File: config.mk
export PLATFORM = sky130hd
export DESIGN_NAME = led_adc_sequencer_flat
export DESIGN_NICKNAME = d
export VERILOG_FILES = /design/src/rtl/led_adc_sequencer_if.sv /design/src/rtl/led_adc_sequencer.sv /design/src/flat_wrapper.sv
export SDC_FILE = /design/constraint.sdc
export NUM_CORES = 1
export LEC_CHECK = 0
export CAP_MARGIN = 20
export CORE_MARGIN = 4
export CORE_UTILIZATION = 38
export DETAILED_ROUTE_END_ITERATION = 10
export GPL_TIMING_DRIVEN = 0
export HOLD_SLACK_MARGIN = 0.06
export PLACE_DENSITY_LB_ADDON = 0.2
export SLEW_MARGIN = 10
export SYNTH_ARGS = -nofsm -noshare
export SYNTH_HDL_FRONTEND = slang
export SYNTH_SLANG_ARGS = --single-unit
File: constraint.sdc
create_clock -name CLK_Filter -period 2.8 [get_ports CLK_Filter]
set_clock_uncertainty 0.05 [all_clocks]
set_input_delay 0.42 -clock CLK_Filter [delete_from_list [all_inputs] [get_ports CLK_Filter]]
set_output_delay 0.42 -clock CLK_Filter [all_outputs]
set_load 0.02 [all_outputs]
File: src/rtl/led_adc_sequencer_if.sv
// Signal bundle between the RED/IR LED/ADC sequencer (master) and the finger-clip
// front end / FIR filters (slave).
interface led_adc_sequencer_if;
  // ADC_Start is a one-cycle request; ADC_Data is valid only in cycles where
  // ADC_Done=1. RED_Valid/IR_Valid are one-cycle strobes with no back-pressure:
  // the matching *_ADC_Value changes in exactly the cycle its strobe is high
  // and is held until the next strobe.
  logic       Enable;
  logic       ADC_Done;
  logic [7:0] ADC_Data;
  logic       LED_RED;
  logic       LED_IR;
  logic       ADC_Start;
  logic [7:0] RED_ADC_Value;
  logic [7:0] IR_ADC_Value;
  logic       RED_Valid;
  logic       IR_Valid;
  logic       Err_Timeout;

  modport master (
    input  Enable, ADC_Done, ADC_Data,
    output LED_RED, LED_IR, ADC_Start, RED_ADC_Value, IR_ADC_Value,
           RED_Valid, IR_Valid, Err_Timeout
  );

  modport slave (
    output Enable, ADC_Done, ADC_Data,
    input  LED_RED, LED_IR, ADC_Start, RED_ADC_Value, IR_ADC_Value,
           RED_Valid, IR_Valid, Err_Timeout
  );
endinterface

File: src/rtl/led_adc_sequencer.sv
// Alternating red/IR LED drive with one ADC conversion per phase.
// Optional macro LED_DEADTIME_EN: both LEDs off for the first DEAD_CYC cycles of every phase.
module led_adc_sequencer #(
  parameter int PHASE_CYC       = 50000,
  parameter int SETTLE_CYC      = 10000,
  parameter int ADC_TIMEOUT_CYC = 1000,
  parameter int DEAD_CYC        = 100
) (
  input  logic                       CLK_Filter,
  input  logic                       rst_n,
  led_adc_sequencer_if.master        bus,
  output logic [1:0]                 dbg_state,
  output logic                       dbg_phase,
  output logic                       dbg_cfg_ok
);

  typedef enum logic [1:0] {
    IDLE    = 2'd0,
    SETTLE  = 2'd1,
    CONVERT = 2'd2,
    HOLD    = 2'd3
  } state_t;

  localparam int PC_W = $clog2(PHASE_CYC + 1);
  localparam int TC_W = $clog2(ADC_TIMEOUT_CYC + 1);

  localparam logic [PC_W-1:0] PC_LAST        = PC_W'(PHASE_CYC - 1);
  localparam logic [PC_W-1:0] PC_SETTLE_LAST = PC_W'(SETTLE_CYC - 1);
  localparam logic [TC_W-1:0] TC_LAST        = TC_W'(ADC_TIMEOUT_CYC - 1);

  // A conversion must always resolve before the phase ends, and the LED must be
  // on before the ADC is started.
  localparam logic CFG_OK = ((SETTLE_CYC + 1 + ADC_TIMEOUT_CYC) < PHASE_CYC) &&
                            (DEAD_CYC < SETTLE_CYC) && (SETTLE_CYC >= 1) &&
                            (ADC_TIMEOUT_CYC >= 1);

`ifdef LED_DEADTIME_EN
  localparam logic            LED_AT_START = (DEAD_CYC == 0);
  localparam logic [PC_W-1:0] PC_DEAD_LAST = PC_W'(DEAD_CYC - 1);
`else
  localparam logic            LED_AT_START = 1'b1;
`endif

  localparam logic PH_RED = 1'b0;

  state_t          state;
  logic            phase;
  logic [PC_W-1:0] pc;
  logic [TC_W-1:0] tc;
  logic            led_red_q;
  logic            led_ir_q;
  logic            adc_start_q;
  logic [7:0]      red_val_q;
  logic [7:0]      ir_val_q;
  logic            red_vld_q;
  logic            ir_vld_q;
  logic            err_q;

  always_ff @(posedge CLK_Filter or negedge rst_n) begin
    if (!rst_n) begin
      state       <= IDLE;
      phase       <= PH_RED;
      pc          <= '0;
      tc          <= '0;
      led_red_q   <= 1'b0;
      led_ir_q    <= 1'b0;
      adc_start_q <= 1'b0;
      red_val_q   <= '0;
      ir_val_q    <= '0;
      red_vld_q   <= 1'b0;
      ir_vld_q    <= 1'b0;
      err_q       <= 1'b0;
    end else begin
      adc_start_q <= 1'b0;
      red_vld_q   <= 1'b0;
      ir_vld_q    <= 1'b0;
      if (!bus.Enable) begin
        // Values and the sticky error survive a disable; an open conversion is dropped.
        state     <= IDLE;
        phase     <= PH_RED;
        pc        <= '0;
        tc        <= '0;
        led_red_q <= 1'b0;
        led_ir_q  <= 1'b0;
      end else if (state == IDLE) begin
        state     <= SETTLE;
        phase     <= PH_RED;
        pc        <= '0;
        tc        <= '0;
        led_red_q <= LED_AT_START;
        led_ir_q  <= 1'b0;
      end else begin
        if (state == CONVERT) begin
          if (bus.ADC_Done) begin
            if (phase == PH_RED) begin
              red_val_q <= bus.ADC_Data;
              red_vld_q <= 1'b1;
            end else begin
              ir_val_q  <= bus.ADC_Data;
              ir_vld_q  <= 1'b1;
            end
          end else if (tc == TC_LAST || pc == PC_LAST) begin
            err_q <= 1'b1;
          end
        end

        if (pc == PC_LAST) begin
          // phase is the outgoing phase here, so the new red drive equals phase.
          phase     <= ~phase;
          pc        <= '0;
          tc        <= '0;
          state     <= SETTLE;
          led_red_q <= phase & LED_AT_START;
          led_ir_q  <= ~phase & LED_AT_START;
        end else begin
          pc <= pc + 1'b1;
          case (state)
            SETTLE: begin
              if (pc == PC_SETTLE_LAST) begin
                state       <= CONVERT;
                adc_start_q <= 1'b1;
                tc          <= '0;
              end
            end
            CONVERT: begin
              if (bus.ADC_Done || tc == TC_LAST) state <= HOLD;
              else                               tc    <= tc + 1'b1;
            end
            default: ;
          endcase
`ifdef LED_DEADTIME_EN
          if (DEAD_CYC > 0 && pc == PC_DEAD_LAST) begin
            led_red_q <= (phase == PH_RED);
            led_ir_q  <= (phase != PH_RED);
          end
`endif
        end
      end
    end
  end

  assign bus.LED_RED       = led_red_q;
  assign bus.LED_IR        = led_ir_q;
  assign bus.ADC_Start     = adc_start_q;
  assign bus.RED_ADC_Value = red_val_q;
  assign bus.IR_ADC_Value  = ir_val_q;
  assign bus.RED_Valid     = red_vld_q;
  assign bus.IR_Valid      = ir_vld_q;
  assign bus.Err_Timeout   = err_q;

  assign dbg_state  = state;
  assign dbg_phase  = phase;
  assign dbg_cfg_ok = CFG_OK;

endmodule
File: src/flat_wrapper.sv
// flat-port wrapper written by rule: the top's interface ports become plain ports
module led_adc_sequencer_flat 
#(
  parameter int PHASE_CYC       = 50000,
  parameter int SETTLE_CYC      = 10000,
  parameter int ADC_TIMEOUT_CYC = 1000,
  parameter int DEAD_CYC        = 100
)
  (CLK_Filter, rst_n, dbg_state, dbg_phase, dbg_cfg_ok, bus_Enable, bus_ADC_Done, bus_ADC_Data, bus_LED_RED, bus_LED_IR, bus_ADC_Start, bus_RED_ADC_Value, bus_IR_ADC_Value, bus_RED_Valid, bus_IR_Valid, bus_Err_Timeout);
  led_adc_sequencer_if bus_i ();
  input  logic CLK_Filter;
  input  logic rst_n;
  output logic [1:0] dbg_state;
  output logic dbg_phase;
  output logic dbg_cfg_ok;
  input wire logic [$bits(bus_i.Enable)-1:0] bus_Enable;
  input wire logic [$bits(bus_i.ADC_Done)-1:0] bus_ADC_Done;
  input wire logic [$bits(bus_i.ADC_Data)-1:0] bus_ADC_Data;
  output wire logic [$bits(bus_i.LED_RED)-1:0] bus_LED_RED;
  output wire logic [$bits(bus_i.LED_IR)-1:0] bus_LED_IR;
  output wire logic [$bits(bus_i.ADC_Start)-1:0] bus_ADC_Start;
  output wire logic [$bits(bus_i.RED_ADC_Value)-1:0] bus_RED_ADC_Value;
  output wire logic [$bits(bus_i.IR_ADC_Value)-1:0] bus_IR_ADC_Value;
  output wire logic [$bits(bus_i.RED_Valid)-1:0] bus_RED_Valid;
  output wire logic [$bits(bus_i.IR_Valid)-1:0] bus_IR_Valid;
  output wire logic [$bits(bus_i.Err_Timeout)-1:0] bus_Err_Timeout;
  assign bus_i.Enable = bus_Enable;
  assign bus_i.ADC_Done = bus_ADC_Done;
  assign bus_i.ADC_Data = bus_ADC_Data;
  assign bus_LED_RED = bus_i.LED_RED;
  assign bus_LED_IR = bus_i.LED_IR;
  assign bus_ADC_Start = bus_i.ADC_Start;
  assign bus_RED_ADC_Value = bus_i.RED_ADC_Value;
  assign bus_IR_ADC_Value = bus_i.IR_ADC_Value;
  assign bus_RED_Valid = bus_i.RED_Valid;
  assign bus_IR_Valid = bus_i.IR_Valid;
  assign bus_Err_Timeout = bus_i.Err_Timeout;
  led_adc_sequencer #(.PHASE_CYC(PHASE_CYC), .SETTLE_CYC(SETTLE_CYC), .ADC_TIMEOUT_CYC(ADC_TIMEOUT_CYC), .DEAD_CYC(DEAD_CYC)) u_core (.CLK_Filter(CLK_Filter), .rst_n(rst_n), .bus(bus_i), .dbg_state(dbg_state), .dbg_phase(dbg_phase), .dbg_cfg_ok(dbg_cfg_ok));
endmodule
==> impl_metrics.prom <==
# TYPE chip_impl_metric gauge
chip_impl_info{name="outcome",value="completed"} 1
chip_impl_metric{name="floorplan.die.height",unit="um"} 86.5
chip_impl_metric{name="antenna_violations_before_repair",unit=""} 0
chip_impl_metric{name="cts.repair_timing.setup_buffer_count",unit=""} 0
chip_impl_metric{name="max-cap-violations",unit=""} 0
chip_impl_metric{name="synth.lib_cells_used.distinct",unit=""} 39
chip_impl_metric{name="final_cells",unit=""} 338
chip_impl_metric{name="avg_inst_size_synth",unit="sq um"} 10.8
chip_impl_info{name="timing.rr.end",value="u_core.tc[5]$_DFFE_PN0P_"} 1
chip_impl_info{name="timing.rr.start",value="u_core.pc[5]$_DFF_PN0_"} 1
chip_impl_metric{name="first_iter_violations",unit=""} 37
chip_impl_metric{name="core_region_area",unit="sq mm"} 0.00596
chip_impl_metric{name="dp_hpwl",unit="mm"} 3.41
chip_impl_metric{name="layout.area.seq",unit="sq mm"} 0.00125
chip_impl_metric{name="finalSetupViolCount",unit=""} 0
chip_impl_metric{name="yosysWarnings",unit=""} 0
chip_impl_metric{name="syn-cell-area",unit="sq mm"} 0.00234
chip_impl_metric{name="ys_seq_area_share",unit="%"} 53.4
chip_impl_info{name="clock_tree_from_tritoncts",value="yes"} 1
chip_impl_metric{name="floorplan.io_pins",unit=""} 38
chip_impl_metric{name="detail-route-antenna-nets",unit=""} 0
chip_impl_metric{name="globalRouteOverflowTotal",unit=""} 0
chip_impl_metric{name="cts.sink_count",unit=""} 50
chip_impl_metric{name="total_leakage_power",unit="uW"} 0.00128
chip_impl_metric{name="die_w",unit="um"} 86.5
chip_impl_metric{name="globalRouteTotalUtil",unit="%"} 13.3
chip_impl_metric{name="final-hold-violation-count",unit=""} 0
chip_impl_info{name="worst_setup_path_endpoint",value="u_core.tc[5]$_DFFE_PN0P_"} 1
chip_impl_metric{name="synthesis.nets",unit=""} 230
chip_impl_info{name="mostFrequentLayoutCell",value="sky130_fd_sc_hd__dfrtp_1"} 1
chip_impl_metric{name="insertion_delay",unit="ns"} 0.30
chip_impl_metric{name="achievable-frequency",unit="GHz"} 0.420
chip_impl_metric{name="vdd_ir_drop_max",unit="V"} 0.000242
chip_impl_metric{name="vias",unit=""} 1687
chip_impl_metric{name="timing.critical_path.fanout_max",unit=""} 10
chip_impl_metric{name="slew_violations",unit=""} 0
chip_impl_metric{name="postSynthRegisterBits",unit=""} 50
chip_impl_metric{name="final_nets",unit=""} 276
chip_impl_metric{name="drt_wl_total",unit="mm"} 4.68
chip_impl_metric{name="area_delta_synth_final",unit="%"} 24.6
chip_impl_metric{name="fin_area",unit="sq mm"} 0.00292
chip_impl_metric{name="vias_per_cell",unit=""} 4.99
chip_impl_metric{name="postCtsHoldBufs",unit=""} 1
chip_impl_info{name="rsz0062_at_grt",value="false"} 1
chip_impl_metric{name="multi_input_combinational_cell_area",unit="sq um"} 991
chip_impl_metric{name="synth_async_sr_flop_share",unit="%"} 100
chip_impl_metric{name="worst_r2r_path_depth",unit=""} 5
chip_impl_metric{name="portBuffers",unit=""} 36
chip_impl_info{name="worst_setup_path_end_kind",value="register"} 1
chip_impl_metric{name="post-route-drc-count",unit=""} 0
chip_impl_metric{name="cts_made_buffers",unit=""} 5
chip_impl_info{name="yosys-top-cells-area",value="sky130_fd_sc_hd__dfrtp_1 (53%), sky130_fd_sc_hd__mux2_2 (7.7%), sky130_fd_sc_hd__nor2_1 (4.0%)"} 1
chip_impl_metric{name="initial_core_utilization",unit="%"} 39.3
chip_impl_metric{name="post_cts.resized_instances",unit=""} 0
chip_impl_metric{name="total_of_fill_cells_in_the_finished_design",unit=""} 575
chip_impl_info{name="worst_setup_path_startpoint",value="u_core.pc[5]$_DFF_PN0_"} 1
chip_impl_metric{name="cp_data_required_time",unit="ns"} 2.93
chip_impl_info{name="ctsRootBufferMaster",value="sky130_fd_sc_hd__clkbuf_8"} 1
chip_impl_metric{name="num_antenna_cells",unit=""} 0
chip_impl_info{name="synth_top_cell_by_area",value="sky130_fd_sc_hd__dfrtp_1"} 1
chip_impl_info{name="most-common-layout-cells",value="sky130_fd_sc_hd__dfrtp_1 (50), sky130_fd_sc_hd__clkdlybuf4s50_1 (35), sky130_fd_sc_hd__nor2_1 (25), sky130_fd_sc_hd__mux2_2 (16), sky130_fd_sc_hd__o21ai_0 (14)"} 1
chip_impl_info{name="worst_hold_path_type",value="register to register"} 1
chip_impl_metric{name="largest_net_degree_at_the_start_of_global_routing",unit=""} 31
chip_impl_metric{name="die_area",unit="sq mm"} 0.00748
chip_impl_metric{name="post-route-period-util",unit="%"} 85.1
chip_impl_metric{name="post-route-min-period",unit="ns"} 2.38
chip_impl_info{name="worstSetupStartpointType",value="register"} 1
chip_impl_info{name="synth-main-ff-cell",value="sky130_fd_sc_hd__dfrtp_1"} 1
chip_impl_metric{name="timing.setup.tns",unit="ns"} 0
chip_impl_metric{name="grt_first_pass_wirelength",unit="mm"} 7.97
chip_impl_metric{name="crit_arrival",unit="ns"} 2.51
chip_impl_metric{name="netlist_instances",unit=""} 216
chip_impl_metric{name="finalWeightedCongestion",unit=""} 0.819
chip_impl_metric{name="drt_first_pass_iters",unit=""} 4
chip_impl_metric{name="first_global_vias",unit=""} 1680
chip_impl_metric{name="worst_slew_pin_slew",unit="ns"} 0.543
chip_impl_metric{name="regToRegSetupSlack",unit="ns"} 0.42
chip_impl_metric{name="synth_top_cell_area_share",unit="%"} 53.4
chip_impl_metric{name="pwr_cell_area",unit="mW/mm^2"} 418
chip_impl_metric{name="number_of_enable_flip_flop_cells_after_synthesis",unit=""} 0
chip_impl_info{name="setup.worst_path.class",value="register to register"} 1
chip_impl_metric{name="wl_per_cell",unit="um"} 13.9
chip_impl_metric{name="placedInstanceArea",unit="sq mm"} 0.00281
chip_impl_metric{name="place_inst",unit=""} 328
chip_impl_metric{name="share_of_final_layout_standard_cells_stronger_than_drive_strength_1",unit="%"} 15.6
chip_impl_metric{name="slew_headroom",unit="%"} 63.7
chip_impl_metric{name="rows",unit=""} 28
chip_impl_metric{name="cts_buffer_depth",unit=""} 2
chip_impl_metric{name="fin_worst_hold_slack",unit="ns"} 0.436
chip_impl_metric{name="clock_tree.htree_level_count",unit=""} 2
chip_impl_metric{name="path_clk_slew",unit="ns"} 0.10
## worst min path at each step
stage / from / to / slack [ns] / cells after the start
after global placement: u_core.bus.Err_Timeout$_DFFE_PN0P_ / u_core.bus.Err_Timeout$_DFFE_PN0P_ / 0.41 / 1
after global routing: u_core.bus.Err_Timeout$_DFFE_PN0P_ / u_core.bus.Err_Timeout$_DFFE_PN0P_ / 0.46 / 1
after floorplan: rst_n / u_core.bus.ADC_Start$_DFF_PN0_ / 0.07 / 0
after CTS: u_core.bus.Err_Timeout$_DFFE_PN0P_ / u_core.bus.Err_Timeout$_DFFE_PN0P_ / 0.44 / 1
final: u_core.bus.Err_Timeout$_DFFE_PN0P_ / u_core.bus.Err_Timeout$_DFFE_PN0P_ / 0.44 / 1
after detailed placement: rst_n / u_core.tc[6]$_DFFE_PN0P_ / 0.38 / 1
## through the flow
step	total power (uW)	utilization [%]	setup slack, ns
after floorplan	765	-	0.591
after global placement	806	46.9	-0.361
after detailed placement	809	47.2	0.212
after CTS	1230	48.9	0.390
after global routing	1280	49.0	0.262
final	1220	49.0	0.418
## per-layer routing
metal	wire length [um]	GRT usage, %	share of wire (%)
met1	2150	17.6	46
met4	61	4.67	1.3
met5	0	0	0
met2	2370	21.7	51
met3	111	2.76	2.4
## worst max-delay path, cell delays in order, from the launching register on
cell,delay (ns)
sky130_fd_sc_hd__dfrtp_1,0.44
sky130_fd_sc_hd__or4b_1,0.57
sky130_fd_sc_hd__or4_4,0.55
sky130_fd_sc_hd__o21a_1,0.22
sky130_fd_sc_hd__o21ai_4,0.29
sky130_fd_sc_hd__o21ai_0,0.15
## cell usage after synthesis (3+ instances only)
library cell / instances
sky130_fd_sc_hd__nor3b_1: 3
sky130_fd_sc_hd__a31oi_1: 5
sky130_fd_sc_hd__mux2_2: 16
sky130_fd_sc_hd__nor3_1: 4
sky130_fd_sc_hd__and3_1: 5
sky130_fd_sc_hd__nand3_1: 8
sky130_fd_sc_hd__nand2_1: 11
sky130_fd_sc_hd__nor2_1: 25
sky130_fd_sc_hd__dfrtp_1: 50
sky130_fd_sc_hd__nand4_1: 5
sky130_fd_sc_hd__o21ai_0: 14
sky130_fd_sc_hd__and2_1: 4
sky130_fd_sc_hd__o21a_1: 3
sky130_fd_sc_hd__a21oi_1: 5
sky130_fd_sc_hd__xor2_1: 10
sky130_fd_sc_hd__xnor2_1: 5
sky130_fd_sc_hd__inv_1: 12
## kinds of logic (layout without fill, tap and decap cells)
group | Yosys count | count (layout) | share of synthesized area (%)
multiplexers | 17 | 17 | 8.12
buffers and inverters | 19 | 66 | 4.22
adder cells (fa/ha/maj) | 2 | 2 | 1.07
flip-flops | 50 | 50 | 53.4
AND/OR/NAND/NOR | 79 | 79 | 18.4
XOR/XNOR | 15 | 15 | 5.61
AO/OA/AOI/OAI | 33 | 33 | 8.93
other | 1 | 1 | 0.160
## power breakdown
group,internal (uW),total [uW],switching [uW]
sequential,724,727,2.32
clock,176,427,251
combinational,29.6,66.6,37.0
## area by class of cell
| cell class | count | area share, % |
|---|---|---|
| plain buffers | 7 | 1.84 |
| clock buffers | 5 | 2.36 |
| clock inverters | 3 | 0.729 |
| inverters | 12 | 1.54 |
| multi-input cells | 147 | 34.0 |
| flip-flops and latches | 50 | 42.9 |
| well taps | 75 | 3.22 |
| repair buffers | 39 | 13.5 |
## registers in the layout, summed over array words and instances (netlist names)
name and count:
u_core.tc 10, u_core.bus.ADC_Start 1, u_core.bus.IR_ADC_Value 8, u_core.bus.RED_ADC_Value 8, u_core.bus.IR_Valid 1, u_core.dbg_state 2
u_core.dbg_phase 1, u_core.pc 16, u_core.bus.LED_RED 1, u_core.bus.RED_Valid 1, u_core.bus.Err_Timeout 1
(Power assumes the default switching activity.)
